## src/rtl/uart_tx_param_pkg.sv

```systemverilog
// Shared constants and FSM state type for the parametrised UART transmitter.
package uart_tx_param_pkg;
    localparam int CLK_HZ    = 100_000_000;
    localparam int BAUD_SLOW = 9600;

    localparam int PAR_NONE = 0;
    localparam int PAR_ODD  = 1;
    localparam int PAR_EVEN = 2;

    typedef enum logic [2:0] {
        ST_IDLE,
        ST_START,
        ST_DATA,
        ST_PARITY,
        ST_STOP
    } tx_state_e;
endpackage

```

## src/rtl/uart_tx_param_if.sv

```systemverilog
// Upstream write handshake plus serial line and status for the UART transmitter.
interface uart_tx_param_if #(
    parameter int DATA_BITS  = 8,
    parameter int FIFO_DEPTH = 4
) ();
    localparam int LW = $clog2(FIFO_DEPTH) + 1;

    logic                 in_valid;
    logic                 in_ready;
    logic [DATA_BITS-1:0] in;
    logic                 out;
    logic                 busy;
    logic                 done;
    logic [LW-1:0]        level;

    modport master (output in_valid, in, input in_ready, out, busy, done, level);
    modport slave  (input in_valid, in, output in_ready, out, busy, done, level);
endinterface

```

## src/rtl/uart_tx_param_fifo.sv

```systemverilog
// Synchronous input FIFO; pointers carry one extra wrap bit so full/empty/level fall out of the difference.
module uart_tx_param_fifo #(
    parameter int WIDTH = 8,
    parameter int DEPTH = 4
) (
    input  logic                       TXclk,
    input  logic                       rst,
    input  logic                       push_i,
    input  logic [WIDTH-1:0]           din_i,
    input  logic                       pop_i,
    output logic [WIDTH-1:0]           dout_o,
    output logic                       full_o,
    output logic                       empty_o,
    output logic [$clog2(DEPTH):0]     level_o
);
    localparam int AW = $clog2(DEPTH);

    logic [WIDTH-1:0] mem_q [DEPTH];
    logic [AW:0]      wr_q, rd_q;

    assign level_o = wr_q - rd_q;
    assign full_o  = (level_o == (AW+1)'(DEPTH));
    assign empty_o = (wr_q == rd_q);
    assign dout_o  = mem_q[rd_q[AW-1:0]];

    always_ff @(posedge TXclk or posedge rst) begin
        if (rst) begin
            wr_q <= '0;
            rd_q <= '0;
        end else begin
            if (push_i) wr_q <= wr_q + (AW+1)'(1);
            if (pop_i)  rd_q <= rd_q + (AW+1)'(1);
        end
    end

    always_ff @(posedge TXclk) begin
        if (push_i) mem_q[wr_q[AW-1:0]] <= din_i;
    end
endmodule

```

## src/rtl/uart_tx_param.sv

```systemverilog
// UART transmitter: FIFO-fed frame FSM with baud divider, configurable data width, parity and stop bits.
module uart_tx_param
    import uart_tx_param_pkg::*;
#(
    parameter int DATA_BITS    = 8,
    parameter int PARITY       = PAR_NONE,
    parameter int STOP_BITS    = 1,
    parameter int CLKS_PER_BIT = CLK_HZ / BAUD_SLOW,
    parameter int FIFO_DEPTH   = 4
) (
    input  logic            TXclk,
    input  logic            rst,
    input  logic            en,
    uart_tx_param_if.slave  bus
);
    localparam int BW = $clog2(CLKS_PER_BIT);
    localparam int LW = $clog2(FIFO_DEPTH) + 1;

    tx_state_e            state_q, state_d;
    logic [BW-1:0]        baud_q, baud_d;
    logic [3:0]           bit_q, bit_d;
    logic [DATA_BITS-1:0] sh_q, sh_d;
    logic                 par_q, par_d;

    logic [DATA_BITS-1:0] fifo_dout;
    logic                 full, empty, push, pop, tick, done_c, out_c;
    logic [LW-1:0]        level;

    assign push = bus.in_valid && !full;
    assign tick = en && (baud_q == BW'(CLKS_PER_BIT - 1));

    uart_tx_param_fifo #(.WIDTH(DATA_BITS), .DEPTH(FIFO_DEPTH)) u_fifo (
        .TXclk   (TXclk),
        .rst     (rst),
        .push_i  (push),
        .din_i   (bus.in),
        .pop_i   (pop),
        .dout_o  (fifo_dout),
        .full_o  (full),
        .empty_o (empty),
        .level_o (level)
    );

    always_comb begin
        state_d = state_q;
        baud_d  = baud_q;
        bit_d   = bit_q;
        sh_d    = sh_q;
        par_d   = par_q;
        pop     = 1'b0;
        done_c  = 1'b0;
        if (state_q != ST_IDLE && en) baud_d = tick ? '0 : baud_q + BW'(1);
        case (state_q)
            ST_IDLE:   if (en && !empty) pop = 1'b1;
            ST_START:  if (tick) begin
                state_d = ST_DATA;
                bit_d   = '0;
            end
            ST_DATA:   if (tick) begin
                sh_d  = sh_q >> 1;
                bit_d = bit_q + 4'd1;
                if (bit_q == 4'(DATA_BITS - 1)) begin
                    state_d = (PARITY != PAR_NONE) ? ST_PARITY : ST_STOP;
                    bit_d   = '0;
                end
            end
            ST_PARITY: if (tick) state_d = ST_STOP;
            ST_STOP:   if (tick) begin
                bit_d = bit_q + 4'd1;
                if (bit_q == 4'(STOP_BITS - 1)) begin
                    done_c  = 1'b1;
                    bit_d   = '0;
                    state_d = ST_IDLE;
                    pop     = !empty;
                end
            end
            default:   state_d = ST_IDLE;
        endcase
        // A pop always launches a fresh frame, including back-to-back from STOP
        if (pop) begin
            state_d = ST_START;
            sh_d    = fifo_dout;
            par_d   = (PARITY == PAR_ODD) ? ~^fifo_dout : ^fifo_dout;
            baud_d  = '0;
            bit_d   = '0;
        end
    end

    always_ff @(posedge TXclk or posedge rst) begin
        if (rst) begin
            state_q <= ST_IDLE;
            baud_q  <= '0;
            bit_q   <= '0;
            sh_q    <= '0;
            par_q   <= 1'b0;
        end else begin
            state_q <= state_d;
            baud_q  <= baud_d;
            bit_q   <= bit_d;
            sh_q    <= sh_d;
            par_q   <= par_d;
        end
    end

    always_comb begin
        case (state_q)
            ST_START:  out_c = 1'b0;
            ST_DATA:   out_c = sh_q[0];
            ST_PARITY: out_c = par_q;
            default:   out_c = 1'b1;
        endcase
    end

    assign bus.out      = out_c;
    assign bus.busy     = (state_q != ST_IDLE);
    assign bus.done     = done_c;
    assign bus.in_ready = !full;
    assign bus.level    = level;
endmodule

```

## src/flat_wrapper.sv

```systemverilog
// flat-port wrapper written by rule: the top's interface ports become plain ports
module uart_tx_param_flat import uart_tx_param_pkg::*;
#(
    parameter int DATA_BITS    = 8,
    parameter int PARITY       = PAR_NONE,
    parameter int STOP_BITS    = 1,
    parameter int CLKS_PER_BIT = CLK_HZ / BAUD_SLOW,
    parameter int FIFO_DEPTH   = 4
)
  (TXclk, rst, en, bus_in_valid, bus_in, bus_in_ready, bus_out, bus_busy, bus_done, bus_level);
  uart_tx_param_if #(.DATA_BITS(DATA_BITS), .FIFO_DEPTH(FIFO_DEPTH)) bus_i ();
  input  logic TXclk;
  input  logic rst;
  input  logic en;
  input wire logic [$bits(bus_i.in_valid)-1:0] bus_in_valid;
  input wire logic [$bits(bus_i.in)-1:0] bus_in;
  output wire logic [$bits(bus_i.in_ready)-1:0] bus_in_ready;
  output wire logic [$bits(bus_i.out)-1:0] bus_out;
  output wire logic [$bits(bus_i.busy)-1:0] bus_busy;
  output wire logic [$bits(bus_i.done)-1:0] bus_done;
  output wire logic [$bits(bus_i.level)-1:0] bus_level;
  assign bus_i.in_valid = bus_in_valid;
  assign bus_i.in = bus_in;
  assign bus_in_ready = bus_i.in_ready;
  assign bus_out = bus_i.out;
  assign bus_busy = bus_i.busy;
  assign bus_done = bus_i.done;
  assign bus_level = bus_i.level;
  uart_tx_param #(.DATA_BITS(DATA_BITS), .PARITY(PARITY), .STOP_BITS(STOP_BITS), .CLKS_PER_BIT(CLKS_PER_BIT), .FIFO_DEPTH(FIFO_DEPTH)) u_core (.TXclk(TXclk), .rst(rst), .en(en), .bus(bus_i));
endmodule
```

## config.mk

```make
export PLATFORM = sky130hd
export DESIGN_NAME = uart_tx_param_flat
export DESIGN_NICKNAME = d
export VERILOG_FILES = /design/src/rtl/uart_tx_param_pkg.sv /design/src/rtl/uart_tx_param_if.sv /design/src/rtl/uart_tx_param_fifo.sv /design/src/rtl/uart_tx_param.sv /design/src/flat_wrapper.sv
export SDC_FILE = /design/constraint.sdc
export NUM_CORES = 1
export LEC_CHECK = 0
export CAP_MARGIN = 15
export CORE_ASPECT_RATIO = 1.5
export CORE_MARGIN = 5
export CORE_UTILIZATION = 59
export CTS_CLUSTER_DIAMETER = 50
export CTS_CLUSTER_SIZE = 10
export DETAILED_ROUTE_END_ITERATION = 8
export GPL_TIMING_DRIVEN = 1
export PLACE_DENSITY = 0.8
export SYNTH_ARGS = -nofsm -noshare
export SYNTH_HDL_FRONTEND = slang
export SYNTH_SLANG_ARGS = --single-unit
```

## constraint.sdc

```tcl
create_clock -name TXclk -period 3.11 [get_ports TXclk]
set_input_delay 0.4665 -clock TXclk [delete_from_list [all_inputs] [get_ports TXclk]]
set_output_delay 0.4665 -clock TXclk [all_outputs]
set_load 0.05 [all_outputs]
```

==> results_tabular.tex, run 1 <==
\begin{tabular}{lr}
\hline
Metric & Value \\
\hline
\multicolumn{2}{l}{\textbf{Outcome}} \\
\quad Result of the run & finished, final reports clean \\
\multicolumn{2}{l}{\textbf{Clocking}} \\
\quad Clock transition at path regs & 0.07 ns \\
\quad CTS HTree Levels & 3 \\
\quad Number of sinks driven by the clock tree & 68 \\
\quad Clock tree from TritonCTS & done \\
\quad CTS resizes & 0 \\
\quad Number of hold buffers added after cts & 0 \\
\quad Latest clock arrival within the worst-skew pair & 0.34 ns \\
\quad Total CTS buffers & 9 \\
\quad Worst-case clock buffer depth & 2 \\
\quad Cell at the root of the clock tree & sky130\_fd\_sc\_hd\_\_clkbuf\_8 \\
\quad Buffer count from post-CTS setup fixing & 0 \\
\multicolumn{2}{l}{\textbf{Timing}} \\
\quad Fin Setup TNS & 0 ns \\
\quad Slew of the pin with the lowest slew margin & 0.664 ns \\
\quad Worst max-slew margin expressed relative to the limit & 55.7\% \\
\quad Highest clock frequency the design can meet & 0.346 GHz \\
\quad Final count of hold timing violations & 0 \\
\quad Final setup violation count & 0 \\
\quad Final hold slack & 0.517 ns \\
\quad Number of slew-limit violations in the final report & 0 \\
\quad Clock Skews & 0.00494 ns \\
\quad Final critical-path share of the clock period & 92.8\% \\
\quad Min cycle time layout & 2.89 ns \\
\quad Unrepaired setup endpoints after global routing & no \\
\multicolumn{2}{l}{\textbf{Synthesis}} \\
\quad Syn nets & 295 \\
\quad Cell types with the largest area share after synthesis & sky130\_fd\_sc\_hd\_\_edfxtp\_1 28\%, sky130\_fd\_sc\_hd\_\_dfrtp\_1 26\%, sky130\_fd\_sc\_hd\_\_mux2\_1 5.6\%, sky130\_fd\_sc\_hd\_\_mux4\_2 5.3\%, sky130\_fd\_sc\_hd\_\_ha\_1 3.7\% \\
\quad Main flop type after synthesis & sky130\_fd\_sc\_hd\_\_dfrtp\_1 \\
\quad Warnings from Yosys & 0 \\
\quad Netlist cell types & 52 \\
\quad Most frequent cell after synthesis & sky130\_fd\_sc\_hd\_\_dfrtp\_1 \\
\quad Post-synth top area cell & sky130\_fd\_sc\_hd\_\_edfxtp\_1 \\
\quad Post-synthesis area per instance & 12.6 µm² \\
\quad Count of flip-flops with a built-in enable after synthesis & 32 \\
\quad Sequential element share of the synthesized area & 54.5\% \\
\quad Share of Yosys cell area claimed by the top area cell type & 28.1\% \\
\quad Async SR Flop Fraction & 52.9\% \\
\quad Cell count after synthesis & 272 \\
\quad Number of storage elements in the synthesis netlist & 68 \\
\quad Post-Syn Area & 0.00341 mm² \\
\quad Leading post-synthesis cells by instance count & 36 x sky130\_fd\_sc\_hd\_\_dfrtp\_1, 32 x sky130\_fd\_sc\_hd\_\_edfxtp\_1, 20 x sky130\_fd\_sc\_hd\_\_a21oi\_1 \\
\multicolumn{2}{l}{\textbf{Final layout}} \\
\quad Filler Cells Inserted & 412 \\
\quad Number of antenna diodes & 0 \\
\quad Share of cells above drive strength 1 & 14.3\% \\
\quad Number of nets at the end of the flow & 319 \\
\quad Design area & 0.00389 mm² \\
\quad Multi-input logic area & 0.00145 mm² \\
\quad Area occupied by registers & 0.00186 mm² \\
\quad Growth of design area from synthesis to finish & 14.0\% \\
\quad Filler-free cell count of the finished design & 373 \\
\multicolumn{2}{l}{\textbf{Place}} \\
\quad Placed Cells & 357 \\
\quad Input/output buffers & 18 \\
\quad Detail Placement HPWL & 4.45 mm \\
\quad Routability cong. & 0.805 \\
\quad Instance area after placement & 0.00368 mm² \\
\multicolumn{2}{l}{\textbf{Run}} \\
\quad Max cap viols & 0 \\
\multicolumn{2}{l}{\textbf{Critical path}} \\
\quad Largest stage delay on the critical path & 0.72 ns \\
\quad Required time of the worst setup path & 2.64 ns \\
\quad Highest fanout seen on the critical path & 8 \\
\quad Cell type of the slowest stage on the worst timing path & sky130\_fd\_sc\_hd\_\_or4\_1 \\
\quad Type of element launching the critical path & flip-flop \\
\quad Critical setup path kind & flip-flop to output port \\
\quad Critical R2R Launch & u\_core.baud\_q[8] \\
\quad Crit path arrival time & 2.42 ns \\
\quad Number of cells traversed by the worst register-to-register path & 5 \\
\quad Cell-by-cell trace of the critical path & or4b\_4 > or4\_1 > nor2\_4 > buf\_12 \\
\quad Reg2reg setup slack & 0.31 ns \\
\quad Worst setup EP type & output port \\
\quad Worst R2R End & u\_core.par\_q \\
\multicolumn{2}{l}{\textbf{Global routing}} \\
\quad Remaining Overflow, GRT & 0 \\
\quad Number of antenna violations at the first check in global routing & 0 \\
\quad Overall track demand over capacity in global routing & 18.4\% \\
\quad Via count of the first global-routing pass & 2234 \\
\quad Maximum number of pins on one net before global-route repair & 19 \\
\quad Wire length of the first global-routing pass & 10.4 mm \\
\multicolumn{2}{l}{\textbf{Power}} \\
\quad Switching pwr & 726 µW \\
\quad Cell area power density & 635 mW/mm² \\
\quad Maximum resistive drop on vdd & 575 µV \\
\quad Share of total power in combinational logic & 21.3\% \\
\quad Clock Power Share & 31.5\% \\
\quad Static Leakage & 0.00158 µW \\
\quad Cell-internal power & 1750 µW \\
\quad Proportion of total power due to net switching & 29.4\% \\
\quad Share of power burned in registers & 47.2\% \\
\multicolumn{2}{l}{\textbf{Floorplanning}} \\
\quad Effective utilization at floorplan & 59.9\% \\
\quad Ports placed on the boundary & 19 \\
\quad Core ar. & 0.00570 mm² \\
\quad Floorplan die area & 0.00744 mm² \\
\quad Die Span X & 72.1 µm \\
\quad Floorplan row count & 34 \\
\quad Die outline height & 103 µm \\
\multicolumn{2}{l}{\textbf{Detailed routing}} \\
\quad Number of remaining DRC errors & 0 \\
\quad First-pass iteration count of the detailed router & 4 \\
\quad Total length of routed wires & 6.10 mm \\
\quad Routed via count & 2175 \\
\quad DRC marker count from the first detailed-route iteration & 174 \\
\quad Average wire per standard cell & 16.4 µm \\
\quad ANT nets after route & 0 \\
\quad Via count normalized by instance count & 5.83 \\
\multicolumn{2}{l}{\textbf{Min path}} \\
\quad Type of the tightest min-delay check & input port to asynchronous set/reset pin \\
\hline
\end{tabular}
[worst max-delay path by stage]
stage | from | end | depth (start not counted)
CTS | u_core.baud_q[8] | bus_done | 4
global placement | en | u_core.sh_q[4] | 6
floorplan | u_core.u_fifo.rd_q[1] | u_core.u_fifo.wr_q[2] | 7
global route | u_core.baud_q[6] | bus_done | 4
detailed placement | en | u_core.par_q | 6
finish | u_core.baud_q[8] | bus_done | 4
[metal layers]
metal  track usage, %  vias to the layer above  wire (µm)
met5                0                        -          0
li1                 -                     1052          -
met1             21.0                     1067       2460
met3             3.58                       13        206
met2             33.1                       43       3290
met4             8.54                        0        143
[cells in the final DEF (no fill, tap or decap), types with 9 or more instances in the layout]
cell type                         synthesis  routed
sky130_fd_sc_hd__a21oi_1                 20      20
sky130_fd_sc_hd__o21ai_0                  9       9
sky130_fd_sc_hd__nand3_1                 10      10
sky130_fd_sc_hd__xnor2_1                  9       9
sky130_fd_sc_hd__clkbuf_8                 0       9
sky130_fd_sc_hd__mux2_1                  17      17
sky130_fd_sc_hd__dfrtp_1                 36      36
sky130_fd_sc_hd__clkdlybuf4s50_1          0      14
sky130_fd_sc_hd__edfxtp_1                32      32
sky130_fd_sc_hd__ha_1                    10      10
sky130_fd_sc_hd__nand2_1                 15      15
sky130_fd_sc_hd__nor2_1                  15      15
sky130_fd_sc_hd__inv_1                   10      10
[power by group through the flow]
stage                     logic [µW]  clock network (µW)  registers (µW)
after floorplan                  375                   0            1160
after global placement           510                   0            1180
after detailed placement         525                   0            1180
after CTS                        531                 789            1170
after global routing             575                 837            1180
final                            526                 779            1170
[cell families after synthesis]
group	count (synthesis)	share of synthesized area (%)
AOI/OAI and AO/OA	45	7.92
xor gates and xnor gates	14	3.99
adders and majority gates	11	4.25
buffers and inverters	21	3.00
DFF	68	54.5
muxes	27	11.5
and+or+nand+nor	86	14.8
[final cells by class]
| type | instances | area share, % |
|---|---|---|
| flip-flops and latches | 68 | 47.8 |
| multi-input cells | 183 | 37.2 |
| repair buffers | 24 | 6.17 |
| clock buffers | 9 | 3.18 |
| clock inverters | 7 | 2.31 |
| well taps | 72 | 2.31 |
| inverters | 10 | 0.964 |
[through the flow]
| stage | setup slack (ns) | utilization (%) | total power, µW |
|---|---|---|---|
| after floorplan | 0.0213 | - | 1530 |
| after CTS | 0.215 | 68.3 | 2490 |
| after global routing | 0.129 | 68.3 | 2590 |
| final | 0.223 | 68.3 | 2470 |
| after global placement | 0.364 | 64.6 | 1690 |
| after detailed placement | 0.298 | 64.6 | 1710 |
[registers in the layout, indices dropped and copies added (netlist names)]
signal	count
u_core.u_fifo.wr_q	3
u_core.bit_q	4
u_core.baud_q	14
u_core.state_q	3
u_core.u_fifo.mem_q	32
u_core.u_fifo.rd_q	3
u_core.par_q	1
u_core.sh_q	8
[worst max-delay path, delay by kind of cell, from the launching register on]
family | cells | cell delay, ns
buf+inv | 1 | 0.16
simple gates | 3 | 1.49
flops | 1 | 0.44
(Power assumes the default switching activity.)
==> run 2: changes to the inputs <==
--- a/config.mk
+++ b/config.mk
@@ -5,6 +5,7 @@
 export SDC_FILE = /design/constraint.sdc
 export NUM_CORES = 1
 export LEC_CHECK = 0
+export ABC_CLOCK_PERIOD_IN_PS = 3110
 export CAP_MARGIN = 15
 export CORE_ASPECT_RATIO = 1.5
 export CORE_MARGIN = 5
==> results of run 2 <==
The final DEF is identical to that of run 1; final timing and power are the same.
